File: config.mk
export PLATFORM = sky130hd
export DESIGN_NAME = segasys1_sndcmd
export DESIGN_NICKNAME = d
export VERILOG_FILES = /design/src/rtl/segasys1_sndcmd.sv
export SDC_FILE = /design/constraint.sdc
export NUM_CORES = 1
export LEC_CHECK = 0
export CORE_ASPECT_RATIO = 1.1
export CORE_MARGIN = 3
export CORE_UTILIZATION = 35
export DETAILED_ROUTE_END_ITERATION = 6
export GPL_TIMING_DRIVEN = 0
export SLEW_MARGIN = 5
export SYNTH_ARGS = -nofsm -noshare
export SYNTH_HDL_FRONTEND = slang
export SYNTH_SLANG_ARGS = --single-unit
File: constraint.sdc
create_clock -name CLK48M -period 3.02 [get_ports CLK48M]
set_input_delay 0.604 -clock CLK48M [delete_from_list [all_inputs] [get_ports CLK48M]]
set_output_delay 0.604 -clock CLK48M [all_outputs]
set_load 0.1 [all_outputs]
File: src/rtl/segasys1_sndcmd.sv
// Sound-command mailbox: queues main-CPU command bytes for the sound CPU and
// raises one NMI pulse per queued byte, with a guaranteed low gap between pulses.
module segasys1_sndcmd #(
    parameter int unsigned DEPTH_LOG2 = 2,
    parameter int unsigned NMI_LEN    = 8
) (
    input  logic       CLK48M,
    input  logic       RESET,
    input  logic       SNDRQ,
    input  logic [7:0] SNDNO,
    input  logic       SCPU_CLK_EN,
    input  logic       SCPU_RD,
    output logic [7:0] SCPU_DO,
    output logic       SCPU_NMI,
    output logic       PENDING,
    output logic       OVF
);

    localparam int unsigned DEPTH = 1 << DEPTH_LOG2;
    localparam int unsigned CNT_W = $clog2(NMI_LEN + 1);

    localparam logic [DEPTH_LOG2-1:0] PTR_ONE  = DEPTH_LOG2'(1);
    localparam logic [DEPTH_LOG2:0]   CNT_ONE  = (DEPTH_LOG2 + 1)'(1);
    localparam logic [CNT_W-1:0]      TICK_ONE = CNT_W'(1);
    localparam logic [CNT_W-1:0]      TICK_LEN = CNT_W'(NMI_LEN);

    typedef enum logic [1:0] {
        StIdle,
        StAssert,
        StWait,
        StGap
    } nmi_state_t;

    logic                  rq_d;
    logic                  rd_d;
    logic                  push;
    logic                  pop;
    logic                  do_push;
    logic                  do_pop;
    logic                  empty;
    logic                  full;

    logic [7:0]            mem [DEPTH];
    logic [DEPTH_LOG2-1:0] wr_ptr_q;
    logic [DEPTH_LOG2-1:0] rd_ptr_q;
    logic [DEPTH_LOG2:0]   count_q;
    logic [7:0]            last_q;
    logic                  ovf_q;

    nmi_state_t            state_q;
    nmi_state_t            state_d;
    logic [CNT_W-1:0]      tick_q;
    logic [CNT_W-1:0]      tick_d;
    logic                  served_q;
    logic                  served_d;

    assign push  = SNDRQ & ~rq_d;
    assign pop   = SCPU_RD & ~rd_d;
    assign empty = (count_q == '0);
    // count never exceeds DEPTH, so its top bit alone marks a full queue
    assign full  = count_q[DEPTH_LOG2];

    // A pop in the same cycle frees the slot the push is about to reuse
    assign do_pop  = pop & ~empty;
    assign do_push = push & (~full | do_pop);

    always_ff @(posedge CLK48M) begin
        if (RESET) begin
            rq_d     <= 1'b0;
            rd_d     <= 1'b0;
            wr_ptr_q <= '0;
            rd_ptr_q <= '0;
            count_q  <= '0;
            last_q   <= '0;
            ovf_q    <= 1'b0;
        end else begin
            rq_d <= SNDRQ;
            rd_d <= SCPU_RD;
            if (do_push) begin
                wr_ptr_q <= wr_ptr_q + PTR_ONE;
            end
            if (do_pop) begin
                rd_ptr_q <= rd_ptr_q + PTR_ONE;
                last_q   <= mem[rd_ptr_q];
            end
            if (do_push && !do_pop) begin
                count_q <= count_q + CNT_ONE;
            end else if (do_pop && !do_push) begin
                count_q <= count_q - CNT_ONE;
            end
            if (push && !do_push) begin
                ovf_q <= 1'b1;
            end
        end
    end

    always_ff @(posedge CLK48M) begin
        if (!RESET && do_push) begin
            mem[wr_ptr_q] <= SNDNO;
        end
    end

    always_ff @(posedge CLK48M) begin
        if (RESET) begin
            state_q  <= StIdle;
            tick_q   <= '0;
            served_q <= 1'b0;
        end else begin
            state_q  <= state_d;
            tick_q   <= tick_d;
            served_q <= served_d;
        end
    end

    always_comb begin
        state_d  = state_q;
        tick_d   = tick_q;
        served_d = served_q;
        if ((state_q == StAssert || state_q == StWait) && pop) begin
            served_d = 1'b1;
        end
        case (state_q)
            StIdle: begin
                if (!empty) begin
                    state_d  = StAssert;
                    tick_d   = TICK_LEN;
                    served_d = 1'b0;
                end
            end
            StAssert: begin
                if (SCPU_CLK_EN) begin
                    tick_d = tick_q - TICK_ONE;
                    if (tick_q == TICK_ONE) begin
                        state_d = StWait;
                    end
                end
            end
            StWait: begin
                if (served_q || pop) begin
                    state_d = StGap;
                end
            end
            StGap: begin
                // hold NMI low for at least one sound-CPU clock
                if (SCPU_CLK_EN) begin
                    state_d = StIdle;
                end
            end
            default: state_d = StIdle;
        endcase
    end

    assign SCPU_NMI = (state_q == StAssert);
    assign PENDING  = ~empty;
    assign SCPU_DO  = empty ? last_q : mem[rd_ptr_q];
    assign OVF      = ovf_q;

endmodule

Yosys cells after proc, flatten, opt, wreduce, memory -nomap -nowiden
Memory sizes are Yosys's and may differ from the RTL's. A register that Yosys moved wholly into a read port is not among the register bits.
Cells that the tools add are included.
W data, S select, Z words.
{"block": "totals", "ff_bits": 25, "ram_bits": 32, "in_bits": 13, "output_inout_bits": 11, "elab_cells": 69, "mem_count": 1}
{"block": "classes", "n_addsub": 5, "eq_ne": 9, "muxes": 19, "bitwise_logic": 9, "n_reduce_logical": 16}
{"name": "mem", "words": 4, "width": 8, "read_ports": 1, "rd_clocked_by_memory_dff": 1, "write_ports": 1, "line": "43", "text": "logic [7:0] mem [DEPTH];"}
{"cell": "$mux W2", "count": 7}
{"cell": "$mux W4", "count": 2}
{"cell": "$mux W8", "count": 1}
{"cell": "$pmux W2 S4", "count": 1}
{"cell": "$pmux W4 S2", "count": 1}
{"cell": "$mux W3", "count": 2}
{"cell": "$ne A2 B2 Y1 const B", "count": 3}
{"cell": "$logic_and A1 B1 Y1", "count": 5}
{"cell": "$mux W1", "count": 5}
{"cell": "$reduce_and A5 Y1", "count": 1}
{"cell": "$add A2 B1 Y2 const B", "count": 2}
{"cell": "$and A1 B1 Y1", "count": 4}
{"cell": "$eq A2 B2 Y1 const B", "count": 2}
{"cell": "$eq A4 B1 Y1 const B", "count": 1}
{"cell": "$ne A2 B1 Y1 const B", "count": 2}
{"cell": "$not A1 Y1", "count": 4}
{"cell": "$reduce_bool A2 Y1", "count": 2}
{"cell": "$sub A4 B1 Y4 const B", "count": 1}
{"cell": "$add A3 B1 Y3 const B", "count": 1}
{"cell": "$logic_not A1 Y1", "count": 3}
{"cell": "$logic_not A3 Y1", "count": 1}
{"cell": "$reduce_and A3 Y1", "count": 1}
{"cell": "$sub A3 B1 Y3 const B", "count": 1}
{"cell": "$eq A2 B1 Y1 const B", "count": 1}
{"cell": "other kinds (3)", "count": 4}

Logic depth before layout (Yosys ltp)
{"block": "logic_depth", "depth_word": 9, "depth_mapped": 9, "mapped_depth_nobuf": 9}

Worst setup path after synthesis
Ideal clock, no wire load.
{"block": "synth_timing", "path_kind": "reg-to-output", "start": "reg count_q[0]", "end": "out SCPU_DO[0]", "arrival_ns": 1.664, "path_slack_ns": 0.752, "path_stages_with_launch": 7, "n_path_buf": 2, "path_cell_list": "dfxtp_1 > nor3_4 > buf_6 > inv_2 > buf_6 > nand2_1 > nand2_1"}
{"block": "synth_via", "elab_chain_len": 2}
{"item": "start, declared", "line": "46", "text": "logic [DEPTH_LOG2:0] count_q;"}
{"item": "start signal, assigned", "line": "87", "text": "count_q <= count_q + CNT_ONE;"}
{"item": "start signal, assigned", "line": "89", "text": "count_q <= count_q - CNT_ONE;"}
{"item": "$logic_not A3 Y1", "line": "59", "text": "assign empty = (count_q == '0);"}
{"item": "$mux W8", "line": "155", "text": "assign SCPU_DO = empty ? last_q : mem[rd_ptr_q];"}
{"item": "end, declared", "line": "13", "text": "output logic [7:0] SCPU_DO,"}
Every way passes these cells.

==> results.md <==
* Final setup TNS at 0 ns
* Number of clock sinks at 59
* Drt first pass iters at 4
* Seq cells post-synth at 59
* Clk_lat worst skew at 0.34 ns
* Grt total ovfl at 0
* Sequential share of the synthesized area at around three fifths
* Initial antenna violation count at 0
* Distinct cell type count after synthesis at 39
* Worst reg2reg startpoint: count_q[0]
* Number of max-cap violations at 0
* Die area at 8340 um2
* CP Class: register to primary output
* CP Data Arrival Time at 2.30 ns
* Fmax at 0.344 GHz
* Slew margin rel. at between 30% and 40%
* Synth-to-Final Area Change at 19.8%
* Post-Synthesis Cell Area at 2550 um2
* Crit path time final at 2.90 ns
* Largest net degree at the start of global routing at 14
* Antenna-violating nets left at 0
* Number of I/O pins at 24
* Largest area contributor in the netlist: edfxtp_1
* Die Y at 95.5 um
* Die Wd at 87.3 um
* WL final at 4.45 mm
* Residual DRC at 0
* Top-area cell type share of the netlist area at 37.7%
* CP Launch Type: register
* First-pass GRT wire length at 7.60 mm
* Diode count at 0
* Via-to-Cell Ratio at around 4.8
* Crit path max fanout at 8
* CTS H-tree depth at 3
* Core area at 6830 um2
* Hold Startpoint: last_q[1]
* Max Slew Vio Count at 0
* Clk_skew at approximately 0.0092 ns
* Syn Nets at 233
* Share of cells above drive strength 1 at 17.0%
* Yosys Warn Count at 0
* Placer congestion estimate at 0.752
* Final hold vios at 0
* Worst setup EP type: primary output
* Total GRT Usage at between 10% and 20%
* Starting Density at 37.3%
* HP Class: register to register
* Number of port buffers at 23
* RSZ-0062 raised after global routing: false
* CTS Root Cell: clkbuf_8
* Std cell rows at 31
* Status: complete, no violations
* # setup viols final at 0
* Final #Nets at 267
* Max Root-Sink Buffers at 2
* CTS tree: done
* Clock transition at the registers of the reported paths at 0.07 ns
* Vias in the first global route at ~1600
* Drt initial violations at 39
* Mean Syn Cell Area at 12.2 um2
* CTS Buf Count at 9
* Crit share post-route at 96.2%
* Wire per inst at 13.5 um
* Synth Instances at 208
* Synth top area cells: edfxtp_1 38%, dfxtp_1 21%, mux4_2 7.1%
* DP HPWL at 3.10 mm
* Worst endpoint required time at 2.42 ns
* Vias at 1582
* Worst slew pin tran at 0.964 ns
==> state kept, by name, summed over array words and instances, names as in the netlist, named ones only <==
name,count
mem,32
last_q,8
tick_q,4
count_q,3
rd_ptr_q,2
state_q,2
wr_ptr_q,2
OVF,1
rd_d,1
rq_d,1
served_q,1
==> Yosys cell counts <==
cell type  instances
edfxtp_1          32
nand2_1           43
xnor2_1            2
a21oi_2            1
nand2_2            1
nand4b_1           1
a21bo_1            1
nand3_1            1
a211oi_2           1
xor2_1             3
buf_6              2
nor2b_1            7
clkbuf_1           2
nor3_4             1
buf_4              1
a211oi_1           1
a21oi_1           13
inv_2              2
o311a_1            1
or3_1              2
o21a_1             1
buf_1              2
and2_1             4
buf_2              1
dfxtp_1           27
a21boi_2           1
o31ai_1            2
inv_1              8
nor2_4             1
a31oi_1            1
mux4_2             8
nor2_1            10
nand2b_1           4
ha_1              11
mux2i_1            5
o32ai_1            1
o21ai_0            1
nor4_1             1
fa_1               1
==> metal layers <==
layer	vias to the layer above	share of wire [%]	track usage, %
li1	793	-	-
met1	754	45	15.5
met2	24	48	18.7
met3	11	3.5	3.37
met4	0	3.1	8.31
met5	-	0	0
==> area by class of cell <==
cell class	count	area, um2
fill	646	3770
sequential	59	1500
multi-input combinational	131	958
timing repair buffer	23	196
clock buffer	9	124
tap	82	103
clock inverter	7	81.3
buffer	8	50.0
inverter	10	37.5
==> per-stage QoR <==
stage | cells | cell area (um2) | util (%) | worst slack, ns | hold slack [ns]
after floorplan | 208 | 2550 | - | 0.752 | 0.437
after global placement | 313 | 2880 | 42.2 | 0.120 | 0.442
after detailed placement | 313 | 2880 | 42.2 | 0.135 | 0.447
after CTS | 329 | 3070 | 45.0 | 0.0377 | 0.457
after global routing | 329 | 3050 | 44.7 | 0.00914 | 0.472
final | 329 | 3050 | 44.7 | 0.116 | 0.456
==> cell families (layout without fill, tap and decap cells) <==
| family | count (synthesis) | after routing | synth area share, % |
|---|---|---|---|
| AOI/OAI and AO/OA | 25 | 25 | 6.58 |
| buffers and inverters | 18 | 57 | 3.44 |
| adders and majority gates | 12 | 12 | 6.19 |
| and+or+nand+nor | 76 | 76 | 14.1 |
| xor gates and xnor gates | 5 | 5 | 1.72 |
| DFF | 59 | 59 | 58.9 |
| muxes | 13 | 13 | 9.04 |
==> layout by cell type, fill, tap and decap left out, drive strengths merged, types with 8 or more instances in the layout <==
cell type and n:
mux4 8, clkbuf 17, nand2 44, dfxtp 27
ha 11, clkdlybuf4s50 14, a21oi 14, inv 14
nor2 11, edfxtp 32
==> critical path: stages (launching register included) <==
cell           delay (ns)
dfxtp_1              0.31
clkbuf_1             0.37
mux4_2               0.30
nand2_1              0.05
nand2_1              0.07
dlygate4sd2_1        0.85
==> worst paths after layout <==
kind	to	slack, ns	depth (start not counted)
setup reg to reg	count_q[2]	0.70	9
hold reg to reg	last_q[1]	0.46	2
setup / recovery	SCPU_DO[0]	0.12	5
hold / removal	last_q[1]	0.46	2
==> repair_timing <==
item                                    4_1_cts  5_1_grt
resized for setup                             9       12
pin swaps                                     0        0
endpoints found under the setup margin        9        6
hold buffers                                  0        0
buffers inserted                              0        0
Power is left out: the tool's default activity adds up to more than one toggle a clock period on the data nets, which glitch-free logic cannot reach.
